<file path="config.mk">
export PLATFORM = sky130hd
export DESIGN_NAME = reset_sequencer
export DESIGN_NICKNAME = d
export VERILOG_FILES = /design/src/rtl/reset_sequencer_pkg.sv /design/src/rtl/rst_sync.sv /design/src/rtl/reset_sequencer.sv
export SDC_FILE = /design/constraint.sdc
export NUM_CORES = 1
export LEC_CHECK = 0
export ABC_AREA = 0
export BUFFER_PORTS_ARGS = -buffer_cell sky130_fd_sc_hd__buf_4
export CAP_MARGIN = 0
export CORE_MARGIN = 2
export CORE_UTILIZATION = 50
export CTS_CLUSTER_DIAMETER = 120
export DETAILED_ROUTE_END_ITERATION = 12
export MAX_ROUTING_LAYER = met4
export PLACE_DENSITY = 0.71
export SETUP_SLACK_MARGIN = 0.1
export SLEW_MARGIN = 20
export SYNTH_ARGS = -nofsm -noshare
export SYNTH_HDL_FRONTEND = slang
export SYNTH_SLANG_ARGS = --single-unit
</file>
<file path="constraint.sdc">
create_clock -name clk -period 4.9 [get_ports clk]
set_clock_uncertainty 0.05 [all_clocks]
set_input_delay 0.245 -clock clk [delete_from_list [all_inputs] [get_ports clk]]
set_output_delay 0.245 -clock clk [all_outputs]
set_load 0.05 [all_outputs]
</file>
<file path="src/rtl/reset_sequencer_pkg.sv">
// Shared types and default parameters for the staged reset sequencer.
// Imported by reset_sequencer and the bench.
package reset_sequencer_pkg;

  typedef enum logic [1:0] {
    ASSERT,
    COUNT,
    DONE
  } rseq_state_e;

  localparam int RSEQ_NUM_OUT     = 2;
  localparam int RSEQ_STAGE_DLY   = 5;
  localparam int RSEQ_SYNC_STAGES = 2;

endpackage

</file>
<file path="src/rtl/rst_sync.sv">
// Async-assert / sync-deassert reset synchronizer, STAGES flops deep.
// Ports: clk, rst_n (async, active-low) -> srst_n (synchronized).
module rst_sync #(
  parameter int STAGES = 2
) (
  input  logic clk,
  input  logic rst_n,
  output logic srst_n
);

  logic [STAGES-1:0] chain;

  always_ff @(posedge clk or negedge rst_n) begin
    if (!rst_n) chain <= '0;
    else        chain <= {chain[STAGES-2:0], 1'b1};
  end

  assign srst_n = chain[STAGES-1];

endmodule

</file>
<file path="src/rtl/reset_sequencer.sv">
// Staged reset release: NUM_OUT active-low resets freed in index order,
// STAGE_DLY cycles apart, with per-stage hold and software re-reset.
// Ports: clk, rst_n, sw_rst_req_i, hold_i[NUM_OUT] in;
//        rst_n_o[NUM_OUT], busy_o, done_o out (all registered).
module reset_sequencer
  import reset_sequencer_pkg::*;
#(
  parameter int NUM_OUT     = RSEQ_NUM_OUT,
  parameter int STAGE_DLY   = RSEQ_STAGE_DLY,
  parameter int SYNC_STAGES = RSEQ_SYNC_STAGES
) (
  input  logic               clk,
  input  logic               rst_n,
  input  logic               sw_rst_req_i,
  input  logic [NUM_OUT-1:0] hold_i,
  output logic [NUM_OUT-1:0] rst_n_o,
  output logic               busy_o,
  output logic               done_o
);

  localparam int CNT_W = $clog2(STAGE_DLY + 1);
  localparam int STG_W = $clog2(NUM_OUT + 1);
  localparam logic [CNT_W-1:0] CNT_LAST = CNT_W'(STAGE_DLY - 1);
  localparam logic [STG_W-1:0] STG_LAST = STG_W'(NUM_OUT - 1);

  if (NUM_OUT < 1) begin : g_chk_num
    $error("NUM_OUT must be >= 1");
  end
  if (STAGE_DLY < 1) begin : g_chk_dly
    $error("STAGE_DLY must be >= 1");
  end
  if (SYNC_STAGES < 2) begin : g_chk_sync
    $error("SYNC_STAGES must be >= 2");
  end

  logic srst_n;

  rst_sync #(
    .STAGES (SYNC_STAGES)
  ) u_sync (
    .clk    (clk),
    .rst_n  (rst_n),
    .srst_n (srst_n)
  );

  rseq_state_e        state, state_d;
  logic [STG_W-1:0]   stage, stage_d;
  logic [CNT_W-1:0]   cnt, cnt_d;
  logic [NUM_OUT-1:0] rst_q, rst_d;
  logic               busy_q, busy_d;
  logic               done_q, done_d;
  logic               hold_cur;
  logic               step;

  always_comb begin
    hold_cur = 1'b0;
    for (int k = 0; k < NUM_OUT; k++) begin
      if (stage == STG_W'(k)) hold_cur = hold_i[k];
    end
  end

  always_comb begin
    state_d = state;
    stage_d = stage;
    cnt_d   = cnt;
    rst_d   = rst_q;
    busy_d  = busy_q;
    done_d  = done_q;
    step    = 1'b0;
    if (sw_rst_req_i) begin
      state_d = ASSERT;
      stage_d = '0;
      cnt_d   = '0;
      rst_d   = '0;
      busy_d  = 1'b1;
      done_d  = 1'b0;
    end else begin
      unique case (state)
        ASSERT: begin
          rst_d   = '0;
          busy_d  = 1'b1;
          done_d  = 1'b0;
          stage_d = '0;
          cnt_d   = '0;
          // The edge leaving ASSERT is already the
          // first cycle of stage 0's gap.
          if (srst_n) begin
            state_d = COUNT;
            step    = 1'b1;
          end
        end
        COUNT: step = 1'b1;
        DONE: begin
          rst_d  = '1;
          busy_d = 1'b0;
          done_d = 1'b1;
        end
        default: state_d = ASSERT;
      endcase
      if (step) begin
        if (cnt != CNT_LAST) begin
          cnt_d = cnt + CNT_W'(1);
        end else if (!hold_cur) begin
          for (int k = 0; k < NUM_OUT; k++) begin
            if (stage == STG_W'(k)) rst_d[k] = 1'b1;
          end
          cnt_d   = '0;
          stage_d = stage + STG_W'(1);
          if (stage == STG_LAST) begin
            state_d = DONE;
            busy_d  = 1'b0;
            done_d  = 1'b1;
          end
        end
      end
    end
  end

  always_ff @(posedge clk or negedge rst_n) begin
    if (!rst_n) begin
      state  <= ASSERT;
      stage  <= '0;
      cnt    <= '0;
      rst_q  <= '0;
      busy_q <= 1'b1;
      done_q <= 1'b0;
    end else begin
      state  <= state_d;
      stage  <= stage_d;
      cnt    <= cnt_d;
      rst_q  <= rst_d;
      busy_q <= busy_d;
      done_q <= done_d;
    end
  end

  assign rst_n_o = rst_q;
  assign busy_o  = busy_q;
  assign done_o  = done_q;

endmodule

</file>
==> metrics.yaml, run 1 <==
syn_to_final_growth_pct: 15.4
antenna_left: 0
synth_simple_gate_area_frac: 0.169
antenna_found_initial: 0
crit_chain: "ha_1 -> and2_1 -> nor4_4 -> mux2_4"
cp_max_fo: 3
status: "completed"
synth_compound_area_frac: 0.189
ys_seq_elements: 13
nFillCells: 111
dp_cells: 85
drt_iter0_markers: 17
firstDrtPassIters: 3
slowest_delay_ns: 0.40
layout.nets: 85
final.setup.tns_ns: 0
syn_area_sq_um: 689
utilization: 0.612
startpoint_type: "flop"
min_path_type: "in2reg"
fp.dieW_um: 41.1
vias_per_cell: 5.50
synth_fa_ha_area_frac: 0.0726
finalWirelength_mm: 1.24
die_area_sq_um: 1690
final-setup-viol-count: 0
yosys_warnings: 0
timing.fmax_mhz: 587
syn_inst: 64
grt_max_degree: 15
initial_core_util: 0.530
hpwl_um: 894
grt-ovfl-total: 0
num_vias: 495
cts_tree: "built"
ios: 9
core_sq_um: 1300
grt_pass1_vias: 473
grt_pass1_wl_mm: 2.13
clk_latency_ns: 0.28
gp_congestion: 0.738
place_area_sq_um: 759
fin_area_sq_um: 796
postSynthNetCount: 73
wl_per_cell_um: 13.8
fin_crit_sh: 0.348
final_cells: 90
ir_drop_v: 0.000170
end_kind: "flop"
p_leak_nw: 0.344
yosysSeqAreaShare: 0.474
clockBufferDepth: 2
die_h_um: 41.1
required_ns: 5.02
final_max_slew_viol_count: 0
num_rows: 13
portBuffers: 8
synth_top_family_by_area: "compound AO/OA/AOI/OAI gates"
cts_sinks: 13
antenna_cells: 0
cpMaxStageDelayCell: "dfrtp_1"
cap_violations: 0
fin_crit_ns: 1.70
critical_path_class: "reg2reg"
synth-xor-area-share: 0
whs_ns: 0.177
cp_top_family: "simple AND/OR/NAND/NOR gates"
grt_usage: 0.205
critPathBufInv: 0
synth.avg_cell_area_sq_um: 10.8
path_clk_slew_ns: 0.08
arrival_ns: 1.82
hold_violations: 0
power_density_nw_per_um2: 256
grt_setup_unrepaired: "false"
synth.mux.area_fraction: 0.0508
drcViolationCount: 0
cts_made_buffers: 3
synth.distinct_cells: 30
htreeDepth: 1
final_layout_size_suffix_gt1_frac: 0.240
clockRootBuffer: "clkbuf_4"
[repair_timing]
item                                   CTS  global route
setup buffers                            0             0
hold buffers                             1             0
endpoints found under the hold margin   13             0
resized for setup                        0             0
[cell type report]
type | instances | area [sq um] | area share
flip-flops and latches | 13 | 327 | 0.410
well taps | 15 | 18.8 | 0.0236
repair buffers | 9 | 70.1 | 0.0881
clock buffers | 4 | 26.3 | 0.0330
multi-input cells | 44 | 335 | 0.421
inverters | 5 | 18.8 | 0.0236
[per-layer routing]
metal | vias to the layer above | GRT usage | wire length (um)
met1 | 234 | 0.302 | 654
met5 | - | - | 0
met2 | 7 | 0.258 | 520
li1 | 250 | - | -
met3 | 4 | 0.0489 | 38
met4 | 0 | 0.0968 | 27
[through the flow]
step / power [mW] / setup slack (ns)
after global routing: 0.211 / 3.10
after floorplan: 0.130 / 3.29
after global placement: 0.139 / 3.22
after CTS: 0.205 / 3.18
final: 0.204 / 3.20
after detailed placement: 0.139 / 3.20
[worst paths after layout]
check / start / end / slack [ns] / cells past startpoint
min: sw_rst_req_i / rst_n_o[1] / 0.18 / 2
min reg2reg: u_sync.chain[0] / u_sync.chain[1] / 0.31 / 0
max: stage[0] / stage[0] / 3.20 / 4
max in group asynchronous: rst_n / busy_o / 4.29 / 2
max reg2reg: stage[0] / stage[0] / 3.20 / 4
min in group asynchronous: rst_n / cnt[1] / 0.28 / 2
[cells in the final DEF (no fill, tap or decap), drive strengths merged, types with 2 or more instances in the layout]
cell and n:
a21oi 6, a311oi 2, and2 2, buf 8, clkbuf 4, dfrtp 12
ha 4, inv 5, mux2i 2, nand2 3, nor2 3, nor3 2
o21ai 3, o21bai 3
[sequential cells by signal, indices dropped and copies added, names as in the netlist]
name / cells
busy_o: 1
cnt: 3
done_o: 1
rst_n_o: 2
stage: 2
state: 2
u_sync.chain: 2
[cell usage after synthesis, drive strengths merged]
cell | count | share of area
o21ai | 3 | 0.022
nand3 | 1 | 0.0073
nand2b | 1 | 0.0091
mux2 | 1 | 0.022
conb | 1 | 0.0054
buf | 1 | 0.0073
a2bb2oi | 1 | 0.013
nor3 | 2 | 0.015
o21bai | 3 | 0.033
or3 | 1 | 0.0091
nor2 | 3 | 0.016
a311oi | 2 | 0.025
o2111ai | 1 | 0.013
and3b | 1 | 0.018
inv | 5 | 0.027
dfrtp | 12 | 0.44
nor4 | 1 | 0.031
nor2b | 1 | 0.0091
and4b | 1 | 0.016
mux2i | 2 | 0.029
a221oi | 1 | 0.013
a21oi | 6 | 0.044
dfstp | 1 | 0.038
o2bb2ai | 1 | 0.013
clkbuf | 1 | 0.0054
ha | 4 | 0.073
o21ba | 1 | 0.015
and2 | 2 | 0.018
nand2 | 3 | 0.020
[power by group]
part / total, mW / internal [mW] / switching [mW]
Clock: 0.0669 / 0.0316 / 0.0353
Combinational: 0.0225 / 0.00959 / 0.0129
Sequential: 0.114 / 0.111 / 0.00364
Total: 0.204 / 0.152 / 0.0518
[cells by family (layout without fill, tap and decap cells)]
| group | Yosys count | in the layout |
|---|---|---|
| other cells | 1 | 1 |
| flops | 13 | 13 |
| simple gates | 17 | 17 |
| compound gates | 19 | 19 |
| buf+inv | 7 | 18 |
| fa+ha+maj | 4 | 4 |
| mux | 3 | 3 |
Note: power is estimated with default switching activity, not from simulation.
==> run 2: changes to the inputs <==
--- a/config.mk
+++ b/config.mk
@@ -5,11 +5,11 @@
 export SDC_FILE = /design/constraint.sdc
 export NUM_CORES = 1
 export LEC_CHECK = 0
-export ABC_AREA = 0
+export ABC_AREA = 1
 export BUFFER_PORTS_ARGS = -buffer_cell sky130_fd_sc_hd__buf_4
 export CAP_MARGIN = 0
 export CORE_MARGIN = 2
-export CORE_UTILIZATION = 50
+export CORE_UTILIZATION = 48
 export CTS_CLUSTER_DIAMETER = 120
 export DETAILED_ROUTE_END_ITERATION = 12
 export MAX_ROUTING_LAYER = met4
==> constraint.sdc (replaced) <==
create_clock -name clk -period 1.5 [get_ports clk]
set_clock_uncertainty 0.05 [all_clocks]
set_input_delay 0.075 -clock clk [delete_from_list [all_inputs] [get_ports clk]]
set_output_delay 0.075 -clock clk [all_outputs]
set_load 0.05 [all_outputs]
==> metrics.yaml, run 2 <==
synth.avg_cell_area_sq_um: 8.13
hpwl_um: 998
syn_inst: 84
cts_sinks: 13
portBuffers: 8
clockBufferDepth: 2
firstDrtPassIters: 4
most-common-layout-cells: "nand2_1, dfrtp_1, inv_1"
timing.fmax_mhz: 768
end_kind: "flop"
grt_pass1_wl_mm: 2.27
required_ns: 1.66
core_sq_um: 1320
vias_per_cell: 4.93
arrival_ns: 1.46
ys_seq_elements: 13
largest_reg_flops: 3
yosys_warnings: 0
grt_pass1_vias: 553
final-setup-viol-count: 0
num_rows: 13
postSynthNetCount: 93
cts_tree: "built"
final_layout_size_suffix_gt1_frac: 0.354
place_area_sq_um: 762
path_clk_slew_ns: 0.08
synthTopCellsByArea: "dfrtp_1, nand2_1, ha_1, inv_1, dfstp_2"
drcViolationCount: 0
finalWirelength_mm: 1.36
die_h_um: 41.7
p_leak_nw: 0.410
yosysMostFrequentCell: "nand2_1"
fin_crit_ns: 1.30
synth_fa_ha_area_frac: 0.0733
antenna_found_initial: 0
final_max_slew_viol_count: 0
synth_area_leader_cell: "dfrtp_1"
syn_area_sq_um: 683
final.setup.tns_ns: 0
gp_congestion: 0.835
htreeDepth: 1
synthArstFlopShare: 1.00
power_density_nw_per_um2: 839
die_area_sq_um: 1740
min_path_type: "in2async"
grt_usage: 0.176
grt_setup_unrepaired: "false"
wl_per_cell_um: 12.0
num_vias: 562
regArea_sq_um: 328
grt_max_degree: 14
antenna_left: 0
synth.distinct_cells: 19
syn_to_final_growth_pct: 26.7
status: "completed"
synth_flop_cell: "dfrtp_1"
final_common_cell: "nand2_1"
critical_path_class: "reg2reg"
synth_compound_area_frac: 0.110
clockRootBuffer: "clkbuf_4"
initial_core_util: 0.519
nFillCells: 120
yosysTopAreaCellShare: 0.440
layout.nets: 109
fin_area_sq_um: 866
startpoint_type: "flop"
synth.mux.area_fraction: 0
multi_input_area_sq_um: 353
cap_violations: 0
synth_common_cells: "nand2_1, inv_1, dfrtp_1"
drt_iter0_markers: 9
regMostFlops: "cnt"
fp.dieW_um: 41.7
fin_crit_sh: 0.868
synth_top_family_by_area: "simple AND/OR/NAND/NOR gates"
ios: 9
hold_violations: 0
cts_made_buffers: 3
ir_drop_v: 0.000528
cp_max_fo: 4
yosysSeqAreaShare: 0.478
antenna_cells: 0
synth-xor-area-share: 0
grt-ovfl-total: 0
synth_edf_count: 0
r2r_slack_ns: 0.20
clk_latency_ns: 0.28
synth_simple_gate_area_frac: 0.256
## run 2: cell count changes in the layout (fill, tap and decap cells not counted), sizes merged, moves of 3 or more
cell and delta:
inv +9, nor2 +3, nand2 +25, o21bai -3
## run 2: final timing paths
kind / from / end / cells past startpoint
hold / removal: rst_n / u_sync.chain[0] / 2
setup reg to reg: stage[0] / cnt[0] / 8
setup / recovery: stage[0] / cnt[0] / 8
max in group asynchronous: rst_n / busy_o / 2
hold reg to reg: u_sync.chain[0] / u_sync.chain[1] / 0
min in group clk: hold_i[1] / state[1] / 6
## run 2: layer usage
metal / up-vias / share of wire / global-route usage
met5: - / 0 / -
met4: 0 / 0.024 / 0.0839
met3: 5 / 0.054 / 0.0478
met2: 18 / 0.47 / 0.269
met1: 249 / 0.45 / 0.214
li1: 290 / - / -
## run 2: cell type report
cell class,count,area share
clock buffers,4,0.0303
inverters,14,0.0607
multi-input cells,57,0.408
flip-flops and latches,13,0.379
well taps,15,0.0217
repair buffers,11,0.101
## run 2: what timing repair did
item | CTS | global route
hold buffers | 2 | 0
hold endpoints to repair | 18 | 0
gates resized for setup | 0 | 16
buffers inserted | 0 | 1
setup endpoints to repair | 0 | 10
## run 2: critical path, cell delays in order (launching register included)
cell and delay, ns:
dfrtp_2 0.44, inv_2 0.09, ha_4 0.13, nand2_1 0.04, nand2_1 0.06, nand2_2 0.09
nand2_2 0.09, nand3_2 0.09, a21oi_2 0.15
## run 2: stage by stage
step                cells  hold WS [ns]  power, mW  worst slack [ns]   util
finish                114         0.119      0.726             0.199  0.657
global route          114         0.152      0.759            0.0952  0.657
CTS                   113         0.119      0.720             0.101  0.613
detailed placement    107        -0.124      0.502             0.125  0.578
global placement      107        -0.123      0.500             0.201  0.578
floorplan              84        -0.271      0.462             0.308      -
## run 2: kinds of logic after synthesis
kind of cell,after synthesis
other,1
AO/OA/AOI/OAI,13
buffers and inverters,14
AND/OR/NAND/NOR,39
flip-flops,13
adder cells (fa/ha/maj),4
## run 2: power by group
group / total [mW] / internal [mW] / leakage [nW] / switching (mW)
Combinational: 0.128 / 0.0445 / 0.228 / 0.0833
Clock: 0.219 / 0.103 / 0.0150 / 0.116
Sequential: 0.379 / 0.368 / 0.167 / 0.0114
Total: 0.726 / 0.516 / 0.410 / 0.211
==> run 3: changes to the inputs <==
--- a/config.mk
+++ b/config.mk
@@ -9,11 +9,11 @@
 export BUFFER_PORTS_ARGS = -buffer_cell sky130_fd_sc_hd__buf_4
 export CAP_MARGIN = 0
 export CORE_MARGIN = 2
-export CORE_UTILIZATION = 48
+export CORE_UTILIZATION = 35
 export CTS_CLUSTER_DIAMETER = 120
 export DETAILED_ROUTE_END_ITERATION = 12
 export MAX_ROUTING_LAYER = met4
-export PLACE_DENSITY = 0.71
+export RECOVER_POWER = 50
 export SETUP_SLACK_MARGIN = 0.1
 export SLEW_MARGIN = 20
 export SYNTH_ARGS = -nofsm -noshare
==> metrics.yaml, run 3 (synthesis results as in run 2) <==
clockBufferDepth: 2
htreeDepth: 1
hpwl_um: 942
drcViolationCount: 0
cts_made_buffers: 3
ir_drop_v: 0.000554
cts_tree: "built"
num_rows: 15
firstDrtPassIters: 4
grt_max_degree: 14
status: "completed"
cts_sinks: 13
slowest_delay_ns: 0.40
largest_reg_flops: 3
core_sq_um: 1780
num_vias: 535
antenna_found_initial: 0
vias_per_cell: 4.35
most-common-layout-cells: "nand2_1, inv_1, dfrtp_1"
final_common_cell: "nand2_1"
syn_to_final_growth_pct: 21.1
portBuffers: 8
antenna_left: 0
power_density_nw_per_um2: 871
min_path_type: "in2reg"
grt-ovfl-total: 0
antenna_cells: 0
arrival_ns: 1.47
path_clk_slew_ns: 0.09
clk_latency_ns: 0.28
regMostFlops: "cnt"
grt_pass1_vias: 492
gp_congestion: 0.801
critical_path_class: "reg2reg"
wl_per_cell_um: 10.6
utilization: 0.464
startpoint_type: "flop"
grt_pass1_wl_mm: 2.04
fp.dieW_um: 48.2
timing.fmax_mhz: 763
final_layout_size_suffix_gt1_frac: 0.245
initial_core_util: 0.383
final-setup-viol-count: 0
grt_usage: 0.137
fin_crit_ns: 1.31
clockRootBuffer: "clkbuf_4"
ios: 9
required_ns: 1.66
relSlewSlack: 0.532
cp_max_fo: 5
grt_setup_unrepaired: "true"
p_leak_nw: 0.400
finalWirelength_mm: 1.31
die_h_um: 48.2
worst_slew_pin_slew_ns: 0.702
drt_iter0_markers: 12
cpMaxStageDelayCell: "dfrtp_1"
fin_crit_sh: 0.873
end_kind: "flop"
cap_violations: 0
crit_chain: "inv_1 -> ha_1 -> nand2_2 -> nor2_2 -> nand2_1 -> a21oi_1"
final.setup.tns_ns: 0
hold_violations: 0
layout.nets: 108
die_area_sq_um: 2320
final_max_slew_viol_count: 0
[run 3: cell types whose count changed in the layout (fill, tap and decap cells not counted), sizes merged]
cell	delta
buf	-2
clkbuf	+1
[run 3: timing repair]
action | in CTS | in global routing
hold endpoints to repair | 18 | 0
setup endpoints to repair | 0 | 8
gates resized for setup | 0 | 5
buffers inserted | 0 | 0
hold buffers | 2 | 0
[run 3: layout make-up]
cell class	instances	area, sq um
fill	189	956
clock buffer	4	26.3
timing repair buffer	10	76.3
tap	25	31.3
sequential	13	327
inverter	14	52.6
multi-input combinational	57	314
[run 3: where the power goes]
part	total [mW]	switching, mW	internal [mW]
clock	0.216	0.113	0.103
combinational	0.125	0.0822	0.0428
sequential	0.379	0.0114	0.368
[run 3: worst paths after layout]
check | depth (start not counted) | endpoint | slack [ns] | start
max in group asynchronous | 2 | state[0] | 0.64 | rst_n
min in group asynchronous | 2 | stage[1] | 0.30 | rst_n
setup / recovery | 6 | done_o | 0.19 | cnt[0]
hold / removal | 6 | rst_n_o[0] | 0.17 | hold_i[0]
setup reg to reg | 6 | done_o | 0.19 | cnt[0]
hold reg to reg | 0 | u_sync.chain[1] | 0.30 | u_sync.chain[0]
[run 3: stage by stage]
stage	setup WS, ns	power (mW)	hold WS, ns	instances	cell area, sq um
global placement	0.152	0.502	-0.122	117	774
global route	0.0682	0.760	0.211	123	827
CTS	0.149	0.726	0.121	123	821
floorplan	0.308	0.462	-0.271	84	683
finish	0.190	0.721	0.166	123	827
detailed placement	0.179	0.504	-0.120	117	774
[run 3: routing by layer]
| layer | up-vias | GRT usage | share of wire |
|---|---|---|---|
| met5 | - | - | 0 |
| met1 | 237 | 0.178 | 0.49 |
| met4 | 0 | 0.0486 | 0.0092 |
| met3 | 2 | 0.0556 | 0.047 |
| met2 | 8 | 0.189 | 0.45 |
| li1 | 288 | - | - |
[run 3: worst max-delay path: cells and delay by family, from the launching register on]
kind / cells / cell delay, ns
buffers and inverters: 1 / 0.09
adder cells (fa/ha/maj): 1 / 0.18
flip-flops: 1 / 0.40
AND/OR/NAND/NOR: 3 / 0.38
AO/OA/AOI/OAI: 1 / 0.15
